### src/rtl/serial_pkg.sv
// Shared types and constants for the serial frame transmitter.
package serial_pkg;

  typedef enum logic [1:0] {
    IDLE  = 2'd0,
    START = 2'd1,
    DATA  = 2'd2,
    STOP  = 2'd3
  } state_e;

  localparam logic LINE_IDLE = 1'b1;
  localparam logic START_BIT = 1'b0;

  // Counter width that stays at least one bit even for a count of one.
  function automatic int cnt_width(input int n);
    return (n > 1) ? $clog2(n) : 1;
  endfunction

endpackage

### src/rtl/serial_tx_if.sv
// Valid/ready word handshake feeding the serial transmitter.
interface serial_tx_if #(
  parameter int DATA_W = 8
);
  logic [DATA_W-1:0] tx_data;
  logic              tx_valid;
  logic              tx_ready;

  modport master (output tx_data, output tx_valid, input tx_ready);
  modport slave  (input tx_data, input tx_valid, output tx_ready);
endinterface

### src/rtl/serial_bit_timer.sv
// Bit-period timer: pulses bit_done in the last clock of every bit period.
module serial_bit_timer
  import serial_pkg::*;
#(
  parameter int CLKS_PER_BIT = 4
) (
  input  logic clk,
  input  logic rst,
  input  logic clear,
  output logic bit_done
);

  localparam int            CW   = cnt_width(CLKS_PER_BIT);
  localparam logic [CW-1:0] LAST = CW'(CLKS_PER_BIT - 1);

  logic [CW-1:0] count_q;

  // Held at zero while cleared so a new frame starts on a full bit period.
  always_ff @(posedge clk or posedge rst) begin
    if (rst) begin
      count_q <= '0;
    end else if (clear || (count_q == LAST)) begin
      count_q <= '0;
    end else begin
      count_q <= count_q + CW'(1);
    end
  end

  assign bit_done = (count_q == LAST) && !clear;

endmodule

### src/rtl/serial_tx.sv
// Parallel-to-serial transmitter: start bit, DATA_W bits LSB first, stop bit.
module serial_tx
  import serial_pkg::*;
#(
  parameter int DATA_W       = 8,
  parameter int CLKS_PER_BIT = 4
) (
  input  logic         clk,
  input  logic         rst,
  serial_tx_if.slave   tx_if,
  output logic         tx_out,
  output logic         busy
);

  localparam int            BW       = $clog2(DATA_W + 1);
  localparam logic [BW-1:0] LAST_BIT = BW'(DATA_W - 1);

  state_e            state_q;
  logic [DATA_W-1:0] shift_q;
  logic [DATA_W-1:0] shift_d;
  logic [BW-1:0]     bit_cnt_q;
  logic              tx_out_q;
  logic              tx_ready_q;
  logic              busy_q;
  logic              bit_done;

  serial_bit_timer #(
    .CLKS_PER_BIT(CLKS_PER_BIT)
  ) u_timer (
    .clk      (clk),
    .rst      (rst),
    .clear    (state_q == IDLE),
    .bit_done (bit_done)
  );

  assign shift_d = shift_q >> 1;

  // Frame sequencer; line level and handshake outputs are set one edge ahead.
  always_ff @(posedge clk or posedge rst) begin
    if (rst) begin
      state_q    <= IDLE;
      shift_q    <= '0;
      bit_cnt_q  <= '0;
      tx_out_q   <= LINE_IDLE;
      tx_ready_q <= 1'b1;
      busy_q     <= 1'b0;
    end else begin
      case (state_q)
        IDLE: begin
          if (tx_if.tx_valid && tx_ready_q) begin
            shift_q    <= tx_if.tx_data;
            state_q    <= START;
            tx_out_q   <= START_BIT;
            tx_ready_q <= 1'b0;
            busy_q     <= 1'b1;
          end
        end
        START: begin
          if (bit_done) begin
            state_q  <= DATA;
            tx_out_q <= shift_q[0];
          end
        end
        DATA: begin
          if (bit_done) begin
            shift_q <= shift_d;
            if (bit_cnt_q == LAST_BIT) begin
              bit_cnt_q <= '0;
              state_q   <= STOP;
              tx_out_q  <= LINE_IDLE;
            end else begin
              bit_cnt_q <= bit_cnt_q + BW'(1);
              tx_out_q  <= shift_d[0];
            end
          end
        end
        STOP: begin
          if (bit_done) begin
            state_q    <= IDLE;
            tx_ready_q <= 1'b1;
            busy_q     <= 1'b0;
          end
        end
        default: begin
          state_q    <= IDLE;
          bit_cnt_q  <= '0;
          tx_out_q   <= LINE_IDLE;
          tx_ready_q <= 1'b1;
          busy_q     <= 1'b0;
        end
      endcase
    end
  end

  assign tx_if.tx_ready = tx_ready_q;
  assign tx_out         = tx_out_q;
  assign busy           = busy_q;

endmodule

### src/flat_wrapper.sv
// flat-port wrapper written by rule: the top's interface ports become plain ports
module serial_tx_flat import serial_pkg::*;
#(
  parameter int DATA_W       = 8,
  parameter int CLKS_PER_BIT = 4
)
  (clk, rst, tx_out, busy, tx_if_tx_data, tx_if_tx_valid, tx_if_tx_ready);
  serial_tx_if #(.DATA_W(DATA_W)) tx_if_i ();
  input  logic clk;
  input  logic rst;
  output logic tx_out;
  output logic busy;
  input wire logic [$bits(tx_if_i.tx_data)-1:0] tx_if_tx_data;
  input wire logic [$bits(tx_if_i.tx_valid)-1:0] tx_if_tx_valid;
  output wire logic [$bits(tx_if_i.tx_ready)-1:0] tx_if_tx_ready;
  assign tx_if_i.tx_data = tx_if_tx_data;
  assign tx_if_i.tx_valid = tx_if_tx_valid;
  assign tx_if_tx_ready = tx_if_i.tx_ready;
  serial_tx #(.DATA_W(DATA_W), .CLKS_PER_BIT(CLKS_PER_BIT)) u_core (.clk(clk), .rst(rst), .tx_if(tx_if_i), .tx_out(tx_out), .busy(busy));
endmodule
### config.mk
export PLATFORM = sky130hd
export DESIGN_NAME = serial_tx_flat
export DESIGN_NICKNAME = d
export VERILOG_FILES = /design/src/rtl/serial_pkg.sv /design/src/rtl/serial_tx_if.sv /design/src/rtl/serial_bit_timer.sv /design/src/rtl/serial_tx.sv /design/src/flat_wrapper.sv
export SDC_FILE = /design/constraint.sdc
export NUM_CORES = 1
export LEC_CHECK = 0
export BUFFER_PORTS_ARGS = -buffer_cell sky130_fd_sc_hd__buf_2
export CAP_MARGIN = 40
export CORE_MARGIN = 4
export CORE_UTILIZATION = 55
export DETAILED_ROUTE_END_ITERATION = 10
export HOLD_SLACK_MARGIN = 0.05
export PLACE_DENSITY = 0.77
export SETUP_SLACK_MARGIN = 0.5
export SLEW_MARGIN = 40
export SYNTH_ARGS = -nofsm -noshare
export SYNTH_HDL_FRONTEND = slang
export SYNTH_SLANG_ARGS = --single-unit
### constraint.sdc
create_clock -name clk -period 2.4 [get_ports clk]
set_input_delay 0.24 -clock clk [delete_from_list [all_inputs] [get_ports clk]]
set_output_delay 0.24 -clock clk [all_outputs]
set_load 0.01 [all_outputs]
---- After elaboration in Yosys (flattened, before gate mapping) ----
Cells that the tools add are included.
operators by class
  add/sub/neg operators ................... 2
  eq/ne operators ......................... 10
  mux-type cells .......................... 21
  reduce and logical (&&, ||, !) cells .... 13
operator list
  kind                                                    count
  2-to-1 mux 8 bit                                        2
  one-hot mux 8 bit (2 select lines)                      1
  2-to-1 mux 2 bit                                        6
  inequality test 2 x 1 -> 1 bit (second input constant)  5
  one-hot mux 2 bit (4 select lines)                      1
  2-to-1 mux 1 bit                                        7
  == test 2 bit (second input constant)                   3
  AND reduction 3 bit                                     2
  AND reduction 5 bit                                     1
  adder 4 x 1 -> 4 bit (second input constant)            1
  == test 4 x 3 -> 1 bit (second input constant)          1
  2-to-1 mux 4 bit                                        1
  one-hot mux 1 bit (2 select lines)                      2
  AND reduction 4 bit                                     1
  nonzero test 2 bit                                      2
  one-hot mux 1 bit (3 select lines)                      1
  nonzero test 3 bit                                      1
  adder 2 x 1 -> 2 bit (second input constant)            1
  == test 2 x 1 -> 1 bit (second input constant)          1
  logical AND 1 bit                                       2
  zero test 2 bit                                         1
  AND reduction 2 bit                                     1
  zero test 1 bit                                         1
  logical OR 1 bit                                        1
word-level totals
  register bits after elaboration ......... 19
  input bits .............................. 11
  output and inout bits ................... 3
  word-level logic and storage cells ...... 53

---- Longest topological paths before layout ----
Gate-level depths: netlist of the first run.
  depth in word-level cells ............... 5
  depth in mapped cells ................... 6
  mapped depth without buffers ............ 5

---- Modules after synthesis ----
From an unflattened synthesis of the first run, not the netlist that was laid out.
unflattened totals
  cells, all modules ...................... 84
  area total of the unflattened synthesis .. 1067.3 µm²
modules (own cells, without submodules)
  module            instances  cells an instance  area each (µm²)  seq. area each (µm²)
  serial_tx         1          77                 969.7            427.9
  serial_bit_timer  1          7                  97.6             50.0

---- Worst setup path before layout of the first run ----
No wires, ideal clock.
  kind .................................... register -> register
  start ................................... register u_core.state_q[0]
  end ..................................... register u_core.shift_q[0]
  library setup time ...................... 125 ps
  data arrival time ....................... 1559 ps
  data required time ...................... 2275 ps
  setup slack ............................. 717 ps
  cell stages (with the launch flop) ...... 6
  buffers on the path ..................... 0
  period minus slack after synthesis ...... 1683 ps
  path through ............................ dfrtp_1 > inv_1 > ha_1 > nand2b_1 > mux2i_4 > mux2_2
between the ends
  longest elaborated chain between the ends .. 5
  elaborated cells between the ends (all ways) .. 9
  classes of those cells .................. eq/ne (3); mux (1); reduce/logical (5)
RTL lines
  element                                          line                              text
  start, declared                                  serial_tx.sv:18                   state_e state_q;
  start signal, assigned                           serial_tx.sv:41                   state_q <= IDLE;
  start signal, assigned                           serial_tx.sv:52                   state_q <= START;
  start signal, assigned                           serial_tx.sv:60                   state_q <= DATA;
  zero test 2 bit                                  serial_tx.sv:32, serial_tx.sv:48
  zero test 1 bit                                  serial_bit_timer.sv:29            assign bit_done = (count_q == LAST) && !clear;
  logical AND 1 bit                                serial_bit_timer.sv:29
  inequality test 2 x 1 -> 1 bit (no source line)  n/a
  AND reduction 3 bit (no source line)             n/a
  end signal, assigned                             serial_tx.sv:51                   shift_q <= tx_if.tx_data;
  end signal, assigned                             serial_tx.sv:66                   shift_q <= shift_d;
  end, declared                                    serial_tx.sv:19                   logic [DATA_W-1:0] shift_q;
Several ways; a longest one is shown, not always the timed one.
A chain may end at the register's enable or synchronous reset.

---- Worst setup path in the final report of the first run ----
  start ................................... register u_core.state_q[1]
  end ..................................... register u_core.state_q[0]
between the ends
  longest elaborated chain between the ends .. 5
  elaborated cells between the ends (all ways) .. 13
  classes of those cells .................. eq/ne (8); mux (1); reduce/logical (4)
RTL lines
  element                                          line
  zero test 2 bit                                  serial_tx.sv:32, serial_tx.sv:48
  zero test 1 bit                                  serial_bit_timer.sv:29
  logical AND 1 bit                                serial_bit_timer.sv:29
  inequality test 2 x 1 -> 1 bit (no source line)  n/a
  AND reduction 5 bit (no source line)             n/a
Several ways; a longest one is shown, not always the timed one.

==> results of run 1 <==
-- metrics by stage --
stage	instances	power (W)	area [µm²]
floorplan	83	0.0009710	1013
global placement	120	0.001064	1105
detailed placement	120	0.001087	1105
CTS	125	0.001271	1144
global route	125	0.001430	1165
finish	125	0.001314	1165
-- per-layer routing --
layer | track usage | routed length, µm
met5 | 0 | 0
met4 | 0.06726 | 19
met3 | 0.03499 | 56
met2 | 0.2253 | 796
met1 | 0.1951 | 735
-- cells by family (layout without fill, tap and decap cells) --
kind of cell,count (synthesis),in the layout,synth area share
muxes,22,22,0.2506
DFF,19,19,0.4716
and+or+nand+nor,17,17,0.09014
AOI/OAI and AO/OA,9,9,0.05309
adders and majority gates,8,8,0.09877
buffers and inverters,7,24,0.02715
xor gates and xnor gates,1,1,0.008644
-- critical path: cells and delay by family, from the launching register on --
kind	cells	cell delay, ps
mux	1	190
simple gates	1	340
fa+ha+maj	1	220
buf+inv	2	260
flops	1	430
compound gates	1	250
-- flip-flops by register name (all words and copies together) (netlist names) --
register / cells
u_core.shift_q: 8
u_core.bit_cnt_q: 4
u_core.state_q: 2
u_core.u_timer.count_q: 2
u_core.busy: 1
u_core.tx_if.tx_ready: 1
u_core.tx_out: 1
-- worst min-delay path by stage --
| stage | end | slack (ps) |
|---|---|---|
| 6_report | u_core.shift_q[7]$_DFFE_PP0P_ | 30 |
| 5_1_grt | u_core.bit_cnt_q[1]$_DFFE_PP0P_ | 80 |
| 4_1_cts | u_core.shift_q[7]$_DFFE_PP0P_ | 60 |
| 3_5_place_dp | u_core.shift_q[7]$_DFFE_PP0P_ | 390 |
| 3_3_place_gp | u_core.shift_q[7]$_DFFE_PP0P_ | 380 |
| 2_1_floorplan | u_core.bit_cnt_q[0]$_DFFE_PP0P_ | 190 |
-- cells in the final DEF (no fill, tap or decap), types with 2 or more instances in the layout --
cell type and count:
a21oi_1 4, buf_2 13, clkbuf_4 3, dfrtp_1 16, dfstp_2 2, ha_1 6, ha_4 2, inv_1 4
inv_2 2, mux2_2 17, mux2i_1 4, nand2_1 5, nor2_1 3, o21ai_0 2
-- timing repair --
action | in CTS | in global routing
endpoints found under the setup margin | 9 | 9
gates resized for setup | 2 | 5
pin swaps | 1 | 0
buffers inserted | 1 | 0
-- where the power goes --
group / total, W / switching, W / internal, W
Sequential: 0.000542 / 0.0000883 / 0.000453
Clock: 0.000157 / 0.0000919 / 0.0000648
Combinational: 0.000615 / 0.000282 / 0.000334
Total: 0.00131 / 0.000462 / 0.000852
-- layout make-up --
class | count | area (µm²)
well taps | 25 | 31.28
flip-flops and latches | 19 | 479.2
inverters | 6 | 22.52
multi-input cells | 57 | 533.0
repair buffers | 14 | 72.57
clock buffers | 4 | 26.28
fillers | 147 | 580.6
==> metrics, run 1 <==
Ant. Diodes=0; # IOs=14; vias in the first global route=660; Num Clock Sinks=19; critical setup path kind=reg2reg; Worst Tran Pin Value=691.4 ps; worst min path class=in2async; clk_skew=5.754 ps; critical path, cell by cell=inv_2 -> ha_1 -> or3_1 -> a222oi_1 -> buf_4 -> mux2i_1; Post-route DRC=0; Hold Violations, Final=0; vias post-DR=686; Pins Over Slew Limit=0; hold buffers post-CTS=0; syn nets=102; maximum fanout along the worst path=4; vias per inst=5.488; EDFF count, synth=0; Syn Inst Count=83; WP data required=2620 ps; core area=1745 µm²; synth-to-layout area growth=14.94%; Rel. slew slack=0.5386; RSZ-0062 raised after global routing=no; dpl ws=397.0 ps; post-route ant nets=0; Max-cap violations=0; total wire length=1.608 mm; reg2reg end=u_core.state_q[0]$_DFFE_PP0P_; largest net degree at the start of global routing=20; Worst EP arrival=1990 ps; Clock transition at path regs=100 ps; CP Launch Type=flop; Worst R2R Start=u_core.state_q[1]$_DFFE_PP0P_; power per cell area=1128 nW/µm²; final setup margin=624.3 ps; cell area after synthesis=1013 µm²; post-synthesis async set-or-reset flop share=1.000; post-synthesis register bit count=19; Mean Syn Cell Area=12.21 µm²; gr ovfl total=0; Yosys top cell by area=dfrtp_1; DR pass1 iterations=4; register area share after synthesis=0.4716; fin util=0.6674; post-DP HPWL=1.198 mm; share of cells above drive strength 1=0.4300; CP startpoint=u_core.state_q[1]$_DFFE_PP0P_; Peak supply drop=0.6596 mV; Initial Utilization=0.5806; initial drt markers=16; Max Root-Sink Buffers=2; status=complete, no violations; post-route minimum period=1776 ps; Synth Flop Type=dfrtp_1; clk root buf=clkbuf_4; worst skew pair latency=300 ps; post-synth top area share=0.4198; first-pass GRT wire length=2.870 mm; most frequent cells after synthesis=17 x dfrtp_1, 17 x mux2_2, 8 x ha_1; Reg2Reg Setup Slack=620 ps; hold slack=30.95 ps; Total Routing Usage GR=0.1469; fin nets=120; Max Fclk=563.2 MHz; Die Span Y=50.93 µm; PortBufs=13; CTS tree=built; Site Rows=15; Worst Setup End Kind=flop; Max H-tree Level=1; Wirelength per Cell=12.86 µm; Die ar.=2593 µm²; crit path to=u_core.state_q[0]$_DFFE_PP0P_; GP Congestion=0.8032; Leakage Power=0.5340 nW; synth top area cells=dfrtp_1 42%, mux2_2 19%, ha_1 9.9%; Netlist cell types=25; Ys Warns=0; peak per-stage delay on the critical path=430 ps; Worst path slowest cell=dfrtp_2; initial antenna violation count=0; final setup TNS=0 ps; chip width=50.93 µm; Final setup viols=0; period utilization=0.7399; reg2reg path depth=6; TritonCTS Buffers=3
No activity file was read; power rests on OpenSTA's default activity.
==> run 2, diff against run 1 <==
ABC_AREA = 1   (was default)
CORE_UTILIZATION = 50   (was 55)
PLACE_DENSITY = 0.73   (was 0.77)
clock period = 1.55 ns   (was 2.4 ns; I/O delays follow)
==> run 2 against run 1 <==
Net effect:
- die area is 18% higher
- global-route usage is 1.5 points higher
- setup slack worse by 480 ps
- core utilization is 7.8 points higher
- cell area is 31% higher
- largest power group is now registers
==> metrics, run 2 <==
WP data required=1750 ps; Max Root-Sink Buffers=2; worst min path class=in2reg; PortBufs=13; clk_skew=2.646 ps; Pins Over Slew Limit=0; GP Congestion=0.7243; Synth Flop Type=dfrtp_1; Netlist cell types=26; simple-gate share of the synthesized area=0.2405; Synth Area in Compound Gates=0.1096; Rel. slew slack=0.8016; TritonCTS Buffers=3; mux share of post-synthesis cell area=0.05369; post-synthesis register bit count=19; most frequent cell after synthesis=nand2_1; gr ovfl total=0; synth top area cells=dfrtp_1 38%, nand2_1 9.7%, ha_1 8.9%; vias in the first global route=908; Worst Setup End Kind=flop; worst skew pair latency=300 ps; critical path, cell by cell=inv_4 -> ha_4 -> inv_8 -> nand2_8 -> nand2_4 -> nand2_4 -> inv_8 -> nand2_8 -> nand2_2 -> o21ai_2; first-pass GRT wire length=4.091 mm; initial drt markers=14; total wire length=2.256 mm; share of cells above drive strength 1=0.5241; initial antenna violation count=0; Wirelength per Cell=13.12 µm; Overall Power=0.0007900 W; vias post-DR=872; Initial Utilization=0.5478; Die Span Y=55.30 µm; Worst Tran Pin Value=296.3 ps; Die ar.=3058 µm²; synth-to-layout area growth=36.02%; core area=2042 µm²; Final setup viols=0; critical setup path kind=reg2reg; FF+latch area=479.2 µm²; WP buf/inv=3; Biggest register=u_core.shift_q; Reg2Reg Setup Slack=140 ps; Ant. Diodes=0; most frequent cells after synthesis=29 x nand2_1, 17 x dfrtp_1, 8 x ha_1, 8 x inv_1, 8 x o21ai_2; Max H-tree Level=1; DR pass1 iterations=4; peak per-stage delay on the critical path=430 ps; Hold Violations, Final=0; # IOs=14; main combinational cell family by area after synthesis=simple AND/OR/NAND/NOR gates; final setup TNS=0 ps; post-synthesis async set-or-reset flop share=1.000; fillers=152; Worst path slowest cell=dfrtp_1; flip-flop count of the largest register after layout=8; delay-heaviest family, CP=flip-flops; Num Clock Sinks=19; period utilization=0.9087; Total Routing Usage GR=0.1618; commonest non-fill, non-tap cell in the layout=nand2_1; status=complete, no violations; Yosys top cell by area=dfrtp_1; syn nets=134; largest net degree at the start of global routing=20; post-route minimum period=1409 ps; Synth Area in Adders=0.08949; Max-cap violations=0; Site Rows=16; power per cell area=519.3 nW/µm²; RSZ-0062 raised after global routing=yes; CP Launch Type=flop; XOR/XNOR share of the synthesized area=0.007830; fin nets=165; Post-route DRC=0; CTS tree=built; Peak supply drop=0.4586 mV; Syn Inst Count=115; clk root buf=clkbuf_4; chip width=55.30 µm; Leakage Power=0.6961 nW; Clock transition at path regs=110 ps; Worst EP arrival=1610 ps; biggest regs=u_core.shift_q: 8 flops, u_core.bit_cnt_q: 4 flops; maximum fanout along the worst path=8; Ys Warns=0; post-synth top area share=0.3803; post-route ant nets=0; vias per inst=5.070; multi-input logic area=714.4 µm²; post-DP HPWL=1.451 mm; cell area after synthesis=1119 µm²; most frequent cells in the layout=19 x nand2_1, 16 x dfrtp_1, 11 x buf_2, 11 x buf_4, 9 x o21ai_2; Mean Syn Cell Area=9.727 µm²; EDFF count, synth=0; register area share after synthesis=0.4273; Max Fclk=710.0 MHz
==> run 2: area by class of cell <==
type	count	area share
Multi-Input combinational cell	84	0.4696
Sequential cell	19	0.3150
Timing Repair Buffer	27	0.1324
Inverter	11	0.04359
Tap cell	27	0.02220
Clock buffer	4	0.01727
==> run 2: kinds of logic (layout without fill, tap and decap cells) <==
group	after synthesis	after routing
fa+ha+maj	8	8
xor+xnor	1	1
compound gates	18	18
mux	6	6
simple gates	50	51
flops	19	19
buf+inv	13	42
==> run 2: stage by stage <==
step	instance area [µm²]	util	std cells	hold slack (ps)	worst slack [ps]
CTS	1405	0.6881	169	104.8	160.1
detailed placement	1221	0.5980	154	186.0	79.59
global route	1521	0.7451	172	119.0	52.93
finish	1521	0.7451	172	96.36	141.5
global placement	1221	0.5980	154	184.7	131.4
floorplan	1150	-	115	104.7	147.7
==> run 2: power breakdown <==
| part | internal, W | switching [W] |
|---|---|---|
| Combinational | 0.0000153 | 0.0000179 |
| Sequential | 0.000496 | 0 |
| Clock | 0.000101 | 0.000161 |
==> run 2: final timing paths <==
| check | end | from | cells past startpoint |
|---|---|---|---|
| max | u_core.shift_q[6]$_DFFE_PP0P_ | u_core.state_q[0]$_DFFE_PP0P_ | 10 |
| min | u_core.shift_q[7]$_DFFE_PP0P_ | tx_if_tx_data[7] | 3 |
| max reg2reg | u_core.shift_q[6]$_DFFE_PP0P_ | u_core.state_q[0]$_DFFE_PP0P_ | 10 |
| min reg2reg | u_core.u_timer.count_q[0]$_DFF_PP0_ | u_core.u_timer.count_q[0]$_DFF_PP0_ | 1 |
| max in group asynchronous | u_core.tx_if.tx_ready$_DFFE_PP1P_ | rst | 4 |
| min in group asynchronous | u_core.busy$_DFFE_PP0P_ | rst | 4 |
==> run 2: worst reg2reg max path, delay by kind of cell, from the launching register on <==
family,cells,cell delay [ps]
compound gates,1,50
simple gates,5,390
buf+inv,3,250
fa+ha+maj,1,190
flops,1,430
==> run 2: routing by layer <==
layer	wire length, µm	global-route usage	share of wire	vias up
li1	-	-	-	439
met1	983	0.2173	0.44	415
met2	1176	0.2686	0.52	14
met3	70	0.02098	0.031	4
met4	25	0.05208	0.011	0
met5	0	0	0	-
==> run 2: timing repair <==
action,4_1_cts,5_1_grt
resized for setup,15,25
hold buffers,1,0
endpoints found under the hold margin,17,0
cloned,1,0
pin swaps,3,6
setup buffers,9,3
endpoints found under the setup margin,19,21
==> run 3, diff against run 2 <==
CORE_UTILIZATION = 35   (was 50)
PLACE_DENSITY = default   (was 0.73)
==> run 3 against run 2 <==
Net effect:
- sequential power about the same
- cell count increased by 8.1%
- maximum frequency decreased by 0.89%
- cell area decreased by 2.7%
- routed wire length decreased by 5.9%
- die area increased by 36%
- register-to-register slack about the same
- clock-buffer cell count unchanged
- global-route usage decreased by 5.2 points
- sequential cell count unchanged
- total power increased by 0.62%
==> metrics, run 3 (synthesized netlist as in run 2, its figures left out) <==
met2 usage=0.1997; Die ar.=4164 µm²; Worst path slowest cell=dfrtp_2; total wire length=2.124 mm; Hold Violations, Final=0; post-DP HPWL=1.397 mm; share of cells above drive strength 1=0.4859; cell repeated most along the worst path=nand2_4; commonest non-fill, non-tap cell in the layout=nand2_1; Max Root-Sink Buffers=2; fin util=0.4848; worst min path class=in2reg; gr ovfl total=0; Clock transition at path regs=110 ps; Num Clock Sinks=19; synth-to-layout area growth=32.33%; met1 usage=0.1346; Final setup viols=0; Pins Over Slew Limit=0; Rel. slew slack=0.7982; final setup TNS=0 ps; worst skew pair latency=300 ps; WP buf/inv=3; Max-cap violations=0; chip width=64.53 µm; clk root buf=clkbuf_4; vias post-DR=860; Post-route DRC=0; WP data required=1750 ps; fin nets=162; cell count after placement=172; initial antenna violation count=0; Initial Utilization=0.3664; Worst Setup End Kind=flop; CP Launch Type=flop; post-route insts no fill=186; core area=3053 µm²; status=complete, no violations; Max Fclk=703.7 MHz; Worst Tran Pin Value=302.6 ps; DR pass1 iterations=4; initial drt markers=13; power per cell area=537.0 nW/µm²; flip-flop count of the largest register after layout=8; peak per-stage delay on the critical path=460 ps; vias in the first global route=833; RSZ-0062 raised after global routing=yes; # IOs=14; maximum fanout along the worst path=8; clk_skew=1.393 ps; PortBufs=13; most frequent cells in the layout=23 x nand2_1, 15 x dfrtp_1, 11 x buf_2; Total Routing Usage GR=0.1101; Max H-tree Level=1; GRT met3 Usage=0.02080; delay-heaviest family, CP=flip-flops; Leakage Power=0.6726 nW; Die Span Y=64.53 µm; period utilization=0.9169; Worst EP arrival=1630 ps; CTS tree=built; busiest grt layer=met2; GP Congestion=0.8511; critical path, cell by cell=inv_2 -> ha_4 -> inv_6 -> nand2_4 -> nand2_4 -> nand2_4 -> inv_8 -> nand2_8 -> nand2_1 -> o21ai_2; Biggest register=u_core.shift_q; vias per inst=4.624; largest net degree at the start of global routing=20; critical setup path kind=reg2reg; TritonCTS Buffers=3; dpl ws=102.4 ps; post-route minimum period=1421 ps; biggest regs=u_core.shift_q: 8 flops, u_core.bit_cnt_q: 4 flops; hold slack=92.66 ps; post-route ant nets=0; first-pass GRT wire length=3.684 mm; Site Rows=20; final setup margin=128.9 ps; Ant. Diodes=0; Peak supply drop=0.3399 mV; Wirelength per Cell=11.42 µm
-- run 3: final timing paths --
kind | startpoint | endpoint | slack [ps] | cells after the start
worst min-delay path | tx_if_tx_data[7] | u_core.shift_q[7]$_DFFE_PP0P_ | 90 | 3
worst min register to register | u_core.u_timer.count_q[0]$_DFF_PP0_ | u_core.u_timer.count_q[0]$_DFF_PP0_ | 450 | 1
worst max-delay path | u_core.state_q[1]$_DFFE_PP0P_ | u_core.shift_q[6]$_DFFE_PP0P_ | 130 | 10
max in group asynchronous | rst | u_core.tx_if.tx_ready$_DFFE_PP1P_ | 880 | 4
worst max register to register | u_core.state_q[1]$_DFFE_PP0P_ | u_core.shift_q[6]$_DFFE_PP0P_ | 130 | 10
min in group asynchronous | rst | u_core.bit_cnt_q[2]$_DFFE_PP0P_ | 400 | 4
-- run 3: area by class of cell --
type / count / area, µm²
Tap cell: 44 / 55.05
Inverter: 11 / 61.31
Multi-Input combinational cell: 84 / 669.4
Sequential cell: 19 / 480.5
Clock buffer: 4 / 26.28
Fill cell: 304 / 1573
Timing Repair Buffer: 24 / 187.7
-- run 3: repair_timing --
item                                    4_1_cts  5_1_grt
gates cloned                                  1        0
pin swaps                                     5        6
gates resized for setup                       6       22
endpoints found under the hold margin        17        0
hold buffers                                  1        0
endpoints found under the setup margin       19       21
buffers inserted                              5        3
-- run 3: routing by layer --
metal	routed length, µm	part of all wire
met1	945	0.44
met2	1099	0.52
met3	58	0.027
met4	21	0.0099
met5	0	0
-- run 3: stage by stage --
stage | cell area [µm²] | power (W)
floorplan | 1150 | 0.0005200
global route | 1480 | 0.0008264
finish | 1480 | 0.0007949
detailed placement | 1250 | 0.0005383
global placement | 1250 | 0.0005371
CTS | 1381 | 0.0008040
-- run 3: worst reg2reg max path, delay by kind of cell (launching register included) --
family                     cells  cell delay (ps)
DFF                            1              460
AOI/OAI and AO/OA              1               50
and+or+nand+nor                5              400
buffers and inverters          3              240
adders and majority gates      1              180
-- run 3: power breakdown --
part | internal, W | switching, W | leakage (nW) | total [W]
clock | 0.000100 | 0.000165 | 0.0150 | 0.000266
combinational | 0.0000153 | 0.0000181 | 0.403 | 0.0000334
sequential | 0.000496 | 0 | 0.255 | 0.000496
